File: src/rtl/csr_pkg.sv
// Shared CSR address map, CSR operation encodings and mstatus bit positions.
package csr_pkg;

  // Machine-mode CSR addresses
  localparam logic [11:0] CSR_MSTATUS      = 12'h300;
  localparam logic [11:0] CSR_MTVEC        = 12'h305;
  localparam logic [11:0] CSR_MSCRATCH     = 12'h340;
  localparam logic [11:0] CSR_MEPC         = 12'h341;
  localparam logic [11:0] CSR_MCAUSE       = 12'h342;
  localparam logic [11:0] CSR_MCYCLE       = 12'hB00;
  localparam logic [11:0] CSR_MINSTRET     = 12'hB02;
  localparam logic [11:0] CSR_MCYCLEH      = 12'hB80;
  localparam logic [11:0] CSR_MINSTRETH    = 12'hB82;
  localparam logic [11:0] CSR_SCRATCH_BASE = 12'h7C0;

  // Read-modify-write operation requested with a commit strobe
  typedef enum logic [1:0] {
    CSR_OP_NONE  = 2'b00,
    CSR_OP_WRITE = 2'b01,
    CSR_OP_SET   = 2'b10,
    CSR_OP_CLEAR = 2'b11
  } csr_op_e;

  // mstatus fields that are implemented; every other bit reads as 0
  localparam int MSTATUS_MIE_BIT  = 3;
  localparam int MSTATUS_MPIE_BIT = 7;

  // New register value for a write/set/clear; widths up to 64 bits
  function automatic logic [63:0] csr_apply_op(input logic [1:0]  op,
                                               input logic [63:0] old_v,
                                               input logic [63:0] opnd);
    logic [63:0] r;
    case (op)
      CSR_OP_WRITE: r = opnd;
      CSR_OP_SET:   r = old_v | opnd;
      CSR_OP_CLEAR: r = old_v & ~opnd;
      default:      r = old_v;
    endcase
    return r;
  endfunction

endpackage

File: src/rtl/csr_file_counter64.sv
// 64-bit free-running counter with enable; wraps from all-ones to zero.
module csr_counter64 (
  input  logic        clk,
  input  logic        rst_n,
  input  logic        en,
  output logic [63:0] count
);

  logic [63:0] count_q;
  logic [63:0] count_d;

  // Advance by one when enabled; natural 64-bit overflow gives the wrap
  always_comb begin
    count_d = count_q;
    if (en) begin
      count_d = count_q + 64'd1;
    end
  end

  // Counter register, cleared asynchronously
  always_ff @(posedge clk or negedge rst_n) begin
    if (!rst_n) begin
      count_q <= '0;
    end else begin
      count_q <= count_d;
    end
  end

  assign count = count_q;

endmodule

File: src/rtl/csr_file.sv
// Machine-mode CSR file: trap entry/return, 64-bit cycle/instret counters,
// custom scratch registers, and a one-cycle redirect pulse toward fetch.
//
// Interface timing: CSR_done is a single-cycle commit strobe with no
// back-pressure; the write takes effect at the clock edge where CSR_done is
// high and is visible on csr_out from the following cycle. exception_sig and
// mret_sig are likewise single-cycle strobes; redirect_valid is a one-cycle
// pulse with no ready, and redirect_pc is meaningful only while it is high.
module csr_file
  import csr_pkg::*;
#(
  parameter int XLEN        = 32,
  parameter int CAUSE_W     = 5,
  parameter int NUM_SCRATCH = 2
) (
  input  logic               clk,
  input  logic               reset,
  input  logic               exception_sig,
  input  logic [XLEN-1:0]    exception_pc,
  input  logic [CAUSE_W-1:0] exception_cause,
  input  logic               mret_sig,
  input  logic               instr_retire,
  input  logic [11:0]        ID_CSR_Address,
  output logic [XLEN-1:0]    csr_out,
  output logic               csr_illegal,
  input  logic               CSR_done,
  input  logic [1:0]         CSR_op,
  input  logic [11:0]        RS_CSR_Address,
  input  logic [XLEN-1:0]    CSR_Result,
  output logic               redirect_valid,
  output logic [XLEN-1:0]    redirect_pc,
  output logic [XLEN-1:0]    epc,
  output logic [XLEN-1:0]    cause,
  output logic               mie
);

  localparam int SIDX_W = (NUM_SCRATCH > 1) ? $clog2(NUM_SCRATCH) : 1;

  logic              mie_q, mie_d;
  logic              mpie_q, mpie_d;
  logic [XLEN-1:0]   mtvec_q, mtvec_d;
  logic [XLEN-1:0]   mscratch_q, mscratch_d;
  logic [XLEN-1:0]   mepc_q, mepc_d;
  logic [XLEN-1:0]   mcause_q, mcause_d;
  logic [XLEN-1:0]   scratch_q [NUM_SCRATCH];
  logic [XLEN-1:0]   scratch_d [NUM_SCRATCH];
  logic              redirect_valid_q, redirect_valid_d;
  logic [XLEN-1:0]   redirect_pc_q, redirect_pc_d;

  logic [63:0]       mcycle_w;
  logic [63:0]       minstret_w;
  logic [XLEN-1:0]   mstatus_val;
  logic [XLEN-1:0]   rd_data;
  logic              rd_hit;
  logic              rd_scr_hit;
  logic [SIDX_W-1:0] rd_sidx;
  logic [XLEN-1:0]   wr_old;
  logic [XLEN-1:0]   wr_new;
  logic              wr_scr_hit;
  logic [SIDX_W-1:0] wr_sidx;

  csr_counter64 u_mcycle (
    .clk   (clk),
    .rst_n (reset),
    .en    (1'b1),
    .count (mcycle_w)
  );

  csr_counter64 u_minstret (
    .clk   (clk),
    .rst_n (reset),
    .en    (instr_retire),
    .count (minstret_w)
  );

  // Architectural view of mstatus: only MIE and MPIE are implemented
  always_comb begin
    mstatus_val                   = '0;
    mstatus_val[MSTATUS_MIE_BIT]  = mie_q;
    mstatus_val[MSTATUS_MPIE_BIT] = mpie_q;
  end

  // Combinational read port; unmapped addresses return 0 and flag illegal
  always_comb begin
    rd_data    = '0;
    rd_hit     = 1'b1;
    rd_scr_hit = (ID_CSR_Address[11:4] == CSR_SCRATCH_BASE[11:4]) &&
                 (int'(ID_CSR_Address[3:0]) < NUM_SCRATCH);
    rd_sidx    = ID_CSR_Address[SIDX_W-1:0];
    case (ID_CSR_Address)
      CSR_MSTATUS:  rd_data = mstatus_val;
      CSR_MTVEC:    rd_data = mtvec_q;
      CSR_MSCRATCH: rd_data = mscratch_q;
      CSR_MEPC:     rd_data = mepc_q;
      CSR_MCAUSE:   rd_data = mcause_q;
      CSR_MCYCLE:   rd_data = XLEN'(mcycle_w);
      CSR_MINSTRET: rd_data = XLEN'(minstret_w);
      CSR_MCYCLEH: begin
        if (XLEN == 32) rd_data = XLEN'(mcycle_w >> 32);
        else            rd_hit  = 1'b0;
      end
      CSR_MINSTRETH: begin
        if (XLEN == 32) rd_data = XLEN'(minstret_w >> 32);
        else            rd_hit  = 1'b0;
      end
      default: begin
        if (rd_scr_hit) rd_data = scratch_q[rd_sidx];
        else            rd_hit  = 1'b0;
      end
    endcase
  end

  assign csr_out     = rd_data;
  assign csr_illegal = ~rd_hit;

  // Old value of the write target and the value the requested op produces
  always_comb begin
    wr_old     = '0;
    wr_scr_hit = (RS_CSR_Address[11:4] == CSR_SCRATCH_BASE[11:4]) &&
                 (int'(RS_CSR_Address[3:0]) < NUM_SCRATCH);
    wr_sidx    = RS_CSR_Address[SIDX_W-1:0];
    case (RS_CSR_Address)
      CSR_MSTATUS:  wr_old = mstatus_val;
      CSR_MTVEC:    wr_old = mtvec_q;
      CSR_MSCRATCH: wr_old = mscratch_q;
      CSR_MEPC:     wr_old = mepc_q;
      CSR_MCAUSE:   wr_old = mcause_q;
      default: begin
        if (wr_scr_hit) wr_old = scratch_q[wr_sidx];
      end
    endcase
    wr_new = XLEN'(csr_apply_op(CSR_op, 64'(wr_old), 64'(CSR_Result)));
  end

  // Next state: trap entry beats trap return beats CSR commit; losers drop
  always_comb begin
    mie_d            = mie_q;
    mpie_d           = mpie_q;
    mtvec_d          = mtvec_q;
    mscratch_d       = mscratch_q;
    mepc_d           = mepc_q;
    mcause_d         = mcause_q;
    scratch_d        = scratch_q;
    redirect_valid_d = 1'b0;
    redirect_pc_d    = redirect_pc_q;
    if (exception_sig) begin
      mepc_d           = exception_pc;
      mepc_d[1:0]      = 2'b00;
      mcause_d         = XLEN'(exception_cause);
      mpie_d           = mie_q;
      mie_d            = 1'b0;
      redirect_valid_d = 1'b1;
      redirect_pc_d    = mtvec_q;
    end else if (mret_sig) begin
      mie_d            = mpie_q;
      mpie_d           = 1'b1;
      redirect_valid_d = 1'b1;
      redirect_pc_d    = mepc_q;
    end else if (CSR_done && (CSR_op != CSR_OP_NONE)) begin
      // Counters, unmapped addresses and read-only bits fall through untouched
      case (RS_CSR_Address)
        CSR_MSTATUS: begin
          mie_d  = wr_new[MSTATUS_MIE_BIT];
          mpie_d = wr_new[MSTATUS_MPIE_BIT];
        end
        CSR_MTVEC: begin
          mtvec_d      = wr_new;
          mtvec_d[1:0] = 2'b00;
        end
        CSR_MSCRATCH: mscratch_d = wr_new;
        CSR_MEPC: begin
          mepc_d      = wr_new;
          mepc_d[1:0] = 2'b00;
        end
        CSR_MCAUSE: mcause_d = wr_new;
        default: begin
          if (wr_scr_hit) scratch_d[wr_sidx] = wr_new;
        end
      endcase
    end
  end

  // CSR state and redirect registers; reset also cancels a pending redirect
  always_ff @(posedge clk or negedge reset) begin
    if (!reset) begin
      mie_q            <= 1'b0;
      mpie_q           <= 1'b0;
      mtvec_q          <= '0;
      mscratch_q       <= '0;
      mepc_q           <= '0;
      mcause_q         <= '0;
      redirect_valid_q <= 1'b0;
      redirect_pc_q    <= '0;
      for (int i = 0; i < NUM_SCRATCH; i++) begin
        scratch_q[i] <= '0;
      end
    end else begin
      mie_q            <= mie_d;
      mpie_q           <= mpie_d;
      mtvec_q          <= mtvec_d;
      mscratch_q       <= mscratch_d;
      mepc_q           <= mepc_d;
      mcause_q         <= mcause_d;
      redirect_valid_q <= redirect_valid_d;
      redirect_pc_q    <= redirect_pc_d;
      for (int i = 0; i < NUM_SCRATCH; i++) begin
        scratch_q[i] <= scratch_d[i];
      end
    end
  end

  assign redirect_valid = redirect_valid_q;
  assign redirect_pc    = redirect_pc_q;
  assign epc            = mepc_q;
  assign cause          = mcause_q;
  assign mie            = mie_q;

endmodule

File: config.mk
export PLATFORM = sky130hd
export DESIGN_NAME = csr_file
export DESIGN_NICKNAME = d
export VERILOG_FILES = /design/src/rtl/csr_pkg.sv /design/src/rtl/csr_file_counter64.sv /design/src/rtl/csr_file.sv
export SDC_FILE = /design/constraint.sdc
export NUM_CORES = 1
export LEC_CHECK = 0
export CAP_MARGIN = 0
export CORE_MARGIN = 5
export CORE_UTILIZATION = 55
export DETAILED_ROUTE_END_ITERATION = 10
export PLACE_DENSITY = 0.79
export SLEW_MARGIN = 20
export SYNTH_ARGS = -nofsm -noshare
export SYNTH_HDL_FRONTEND = slang
export SYNTH_SLANG_ARGS = --single-unit
File: constraint.sdc
create_clock -name clk -period 3.6 [get_ports clk]
set_input_delay 0.9 -clock clk [delete_from_list [all_inputs] [get_ports clk]]
set_output_delay 0.9 -clock clk [all_outputs]
set_load 0.005 [all_outputs]
==> results by group <==
Floorplan
  • Initial Utilization: 0.554
  • Boundary Pins: 232
  • # rows: 67
  • Chip Height: 193 um
  • DIE WIDTH: 193 um
  • DIE AREA: 37400 um^2
  • Area of the core: 33400 um^2

Global routing
  • Initial antenna violation count: 1
  • Grt ovf: 0
  • Largest net degree at the start of global routing: 77
  • Gr usage total: 0.373
  • Vias in the first global route: 17952
  • Global-route wire length before repair: 110000 um

Setup path
  • Largest stage delay, worst path: 0.55 ns
  • Critical path's slowest cell: or4_4
  • Critical R2R Capture: u_mcycle.count[52]
  • CP Cell Sequence: buf_8 > or4_4 > or2_4 > buf_6 > nor2_4 > buf_8 > a22oi_1 > nand3_1 > buf_2
  • Worst path most repeated cell: buf_8
  • Type of the worst setup path: in2out
  • R2r setup slk: 1.17 ns
  • CP max FO: 8
  • R2R Path Start: u_mcycle.count[27]
  • Worst R2R Path Depth: 6
  • Arr. time, crit path: 2.75 ns
  • CP endpoint kind: output port
  • Required time worst endpoint: 2.70 ns
  • Setup crit start kind: input port

Yosys
  • Combinational family with the most area after synthesis: compound AO/OA/AOI/OAI gates
  • Post-synthesis sequential area ratio: 0.472
  • Mux cell area share after synthesis: 0.0759
  • Largest cells by area after synthesis: dfrtp_1 47%, nand2_1 6.2%, xnor2_1 5.6%, o21ai_1 5.3%, mux2i_1 5.1%
  • Warnings from Yosys: 0
  • Synth cell types: 72
  • Simple-gate share of the synthesized area: 0.155
  • Synth Area in Compound Gates: 0.183
  • Post-synth top area share: 0.472
  • Post-Syn Instances: 1916
  • Synth Flop Type: dfrtp_1
  • Adder-cell share of the synthesized area: 0.00135
  • Netlist Area Pre-Place: 18500 um^2
  • Cell taking the most area after synthesis: dfrtp_1
  • XOR/XNOR share of the synthesized area: 0.0748
  • Avg Inst Size Synth: 9.65 um^2
  • Number of synthesized flops with an enable pin: 0
  • FF+latch count, synth: 349
  • Ys async rst share: 1.00

Timing
  • Post-route setup TNS: -0.527 ns
  • Final cycle utilization of the critical path: 1.01
  • Max Slew Vio Count: 0
  • Minimum hold slack: 0.335 ns
  • Final worst slack: -0.0499 ns
  • Min Tclk post-route: 3.65 ns
  • RSZ-0062 raised after global routing: true
  • Slew headroom: 0.448
  • Clk_skew: 0.0105 ns
  • Fmax: 274 MHz
  • Setup Viol. Count Final: 25
  • Fin. Hold Viols: 0
  • Worst Tran Pin Value: 0.828 ns

Layout
  • # diodes: 0
  • Core Util, Final: 0.716
  • Final #Nets: 2307
  • Commonest non-fill, non-tap cell in the layout: dfrtp_1
  • Area growth from synthesis to layout: 29.2%
  • Final cell count without fillers: 2681
  • Layout cells sized above 1: 0.190
  • Post-route design area: 23900 um^2
  • Most frequent cells in the layout: 349 x dfrtp_1, 301 x nand2_1, 178 x o21ai_1

Clock network
  • CTS max path bufs: 3
  • Total CTS buffers: 38
  • CTS tree: built
  • Root Driver: clkbuf_16
  • Clk_lat worst skew: 0.54 ns
  • Clk slew on worst S/H paths: 0.06 ns
  • H-tree levels: 2
  • CTS Sinks: 349

Placement
  • Dpl ws: -0.920 ns
  • Port bufs: 225
  • Post-DP Area: 21900 um^2
  • GPL Wtd Cong: 1.01
  • Placed cells: 2576
  • Hpwl dp: 49000 um

Run status
  • Violated checks: setup timing
  • Run status: finished with violations

Drt
  • Initial DRC Count: 2622
  • Antenna-violating nets left: 0
  • Via count: 18011
  • Initial DRT Pass Iterations: 9
  • Drc violations: 0
  • Vias/cell: 6.72
  • Routed wire per std cell: 27.1 um
  • Post-Route WL: 72600 um

Power
  • Total power: 9.04 mW
  • Internal power: 6.71 mW
  • Clk network pwr share: 0.435
  • Combinational fraction of design power: 0.102
  • Leak: 10.3 nW
  • Switching part of the total: 0.258
  • Sequential power share: 0.464
  • Worst VDD drop: 323 uV
  • P per Cell Area: 378 nW/um^2
  • Sw Pwr: 2.33 mW

Flow run
  • Maxcap violations: 0

Min path
  • Hold crit path type: in2async
area by class of cell:
cell class                 instances  area [um^2]
clock buffer                      56         1130
clock inverter                    13          115
fill                            2392         9480
inverter                          12         45.0
multi-input combinational       1422         9650
sequential                       349         8730
tap                              448          561
timing repair buffer             381         3650
power by group through the flow:
stage | clock [mW] | sequential, mW | combinational [mW]
floorplan | 0 | 4.18 | 0.388
global placement | 0 | 4.24 | 0.864
detailed placement | 0 | 4.24 | 0.883
CTS | 3.93 | 4.18 | 0.902
global route | 4.09 | 4.20 | 0.977
finish | 3.93 | 4.19 | 0.919
synthesized netlist by cell type, drive strengths merged (13+ instances only):
cell type,instances
o21ai,256
a21oi,29
nand2,306
dfrtp,349
a222oi,39
and3,31
clkbuf,86
nor3,14
nor2,79
nand3,76
mux2i,94
a22o,34
a221oi,13
buf,50
xor2,38
mux2,41
a22oi,119
nand4,44
xnor2,119
registers in the layout (all words and copies together), names as in the netlist, 30 cells and up:
register / flops
cause: 32
epc: 30
mscratch_q: 32
mtvec_q: 30
redirect_pc: 30
scratch_q: 64
u_mcycle.count: 64
u_minstret.count: 64
repair_timing:
item | in CTS | in global routing
hold buffers | 0 | 0
pin swaps | 31 | 43
hold endpoints to repair | 0 | 0
setup endpoints to repair | 33 | 33
cloned | 6 | 2
gates resized for setup | 253 | 83
setup buffers | 28 | 14
worst max-delay path by stage:
| stage | start | cells past startpoint | slack, ns | end |
|---|---|---|---|---|
| 2_1_floorplan | ID_CSR_Address[0] | 7 | 0.30 | csr_out[18] |
| 3_3_place_gp | ID_CSR_Address[3] | 10 | -0.96 | csr_out[19] |
| 3_5_place_dp | ID_CSR_Address[3] | 10 | -0.92 | csr_out[19] |
| 4_1_cts | ID_CSR_Address[2] | 10 | -0.34 | csr_out[19] |
| 5_1_grt | ID_CSR_Address[4] | 12 | -0.10 | csr_illegal |
| 6_report | ID_CSR_Address[3] | 9 | -0.05 | csr_out[9] |
layer usage:
layer,wire [um],global-route usage,vias up
li1,-,-,7556
met1,27100,0.508,8813
met2,32600,0.567,1375
met3,9850,0.117,265
met4,3000,0.132,2
met5,8,0,-
critical path, delay by kind of cell:
| family | cells | cell delay (ns) |
|---|---|---|
| AO/OA/AOI/OAI | 1 | 0.10 |
| AND/OR/NAND/NOR | 4 | 1.19 |
| buffers and inverters | 4 | 0.54 |
cells by family (layout without fill, tap and decap cells):
kind of cell | Yosys count | in the layout
xor+xnor | 157 | 157
mux | 135 | 135
other cells | 1 | 4
buf+inv | 148 | 462
fa+ha+maj | 2 | 2
flops | 349 | 349
simple gates | 602 | 602
compound gates | 522 | 522
Power figures use the tool's default switching activity.
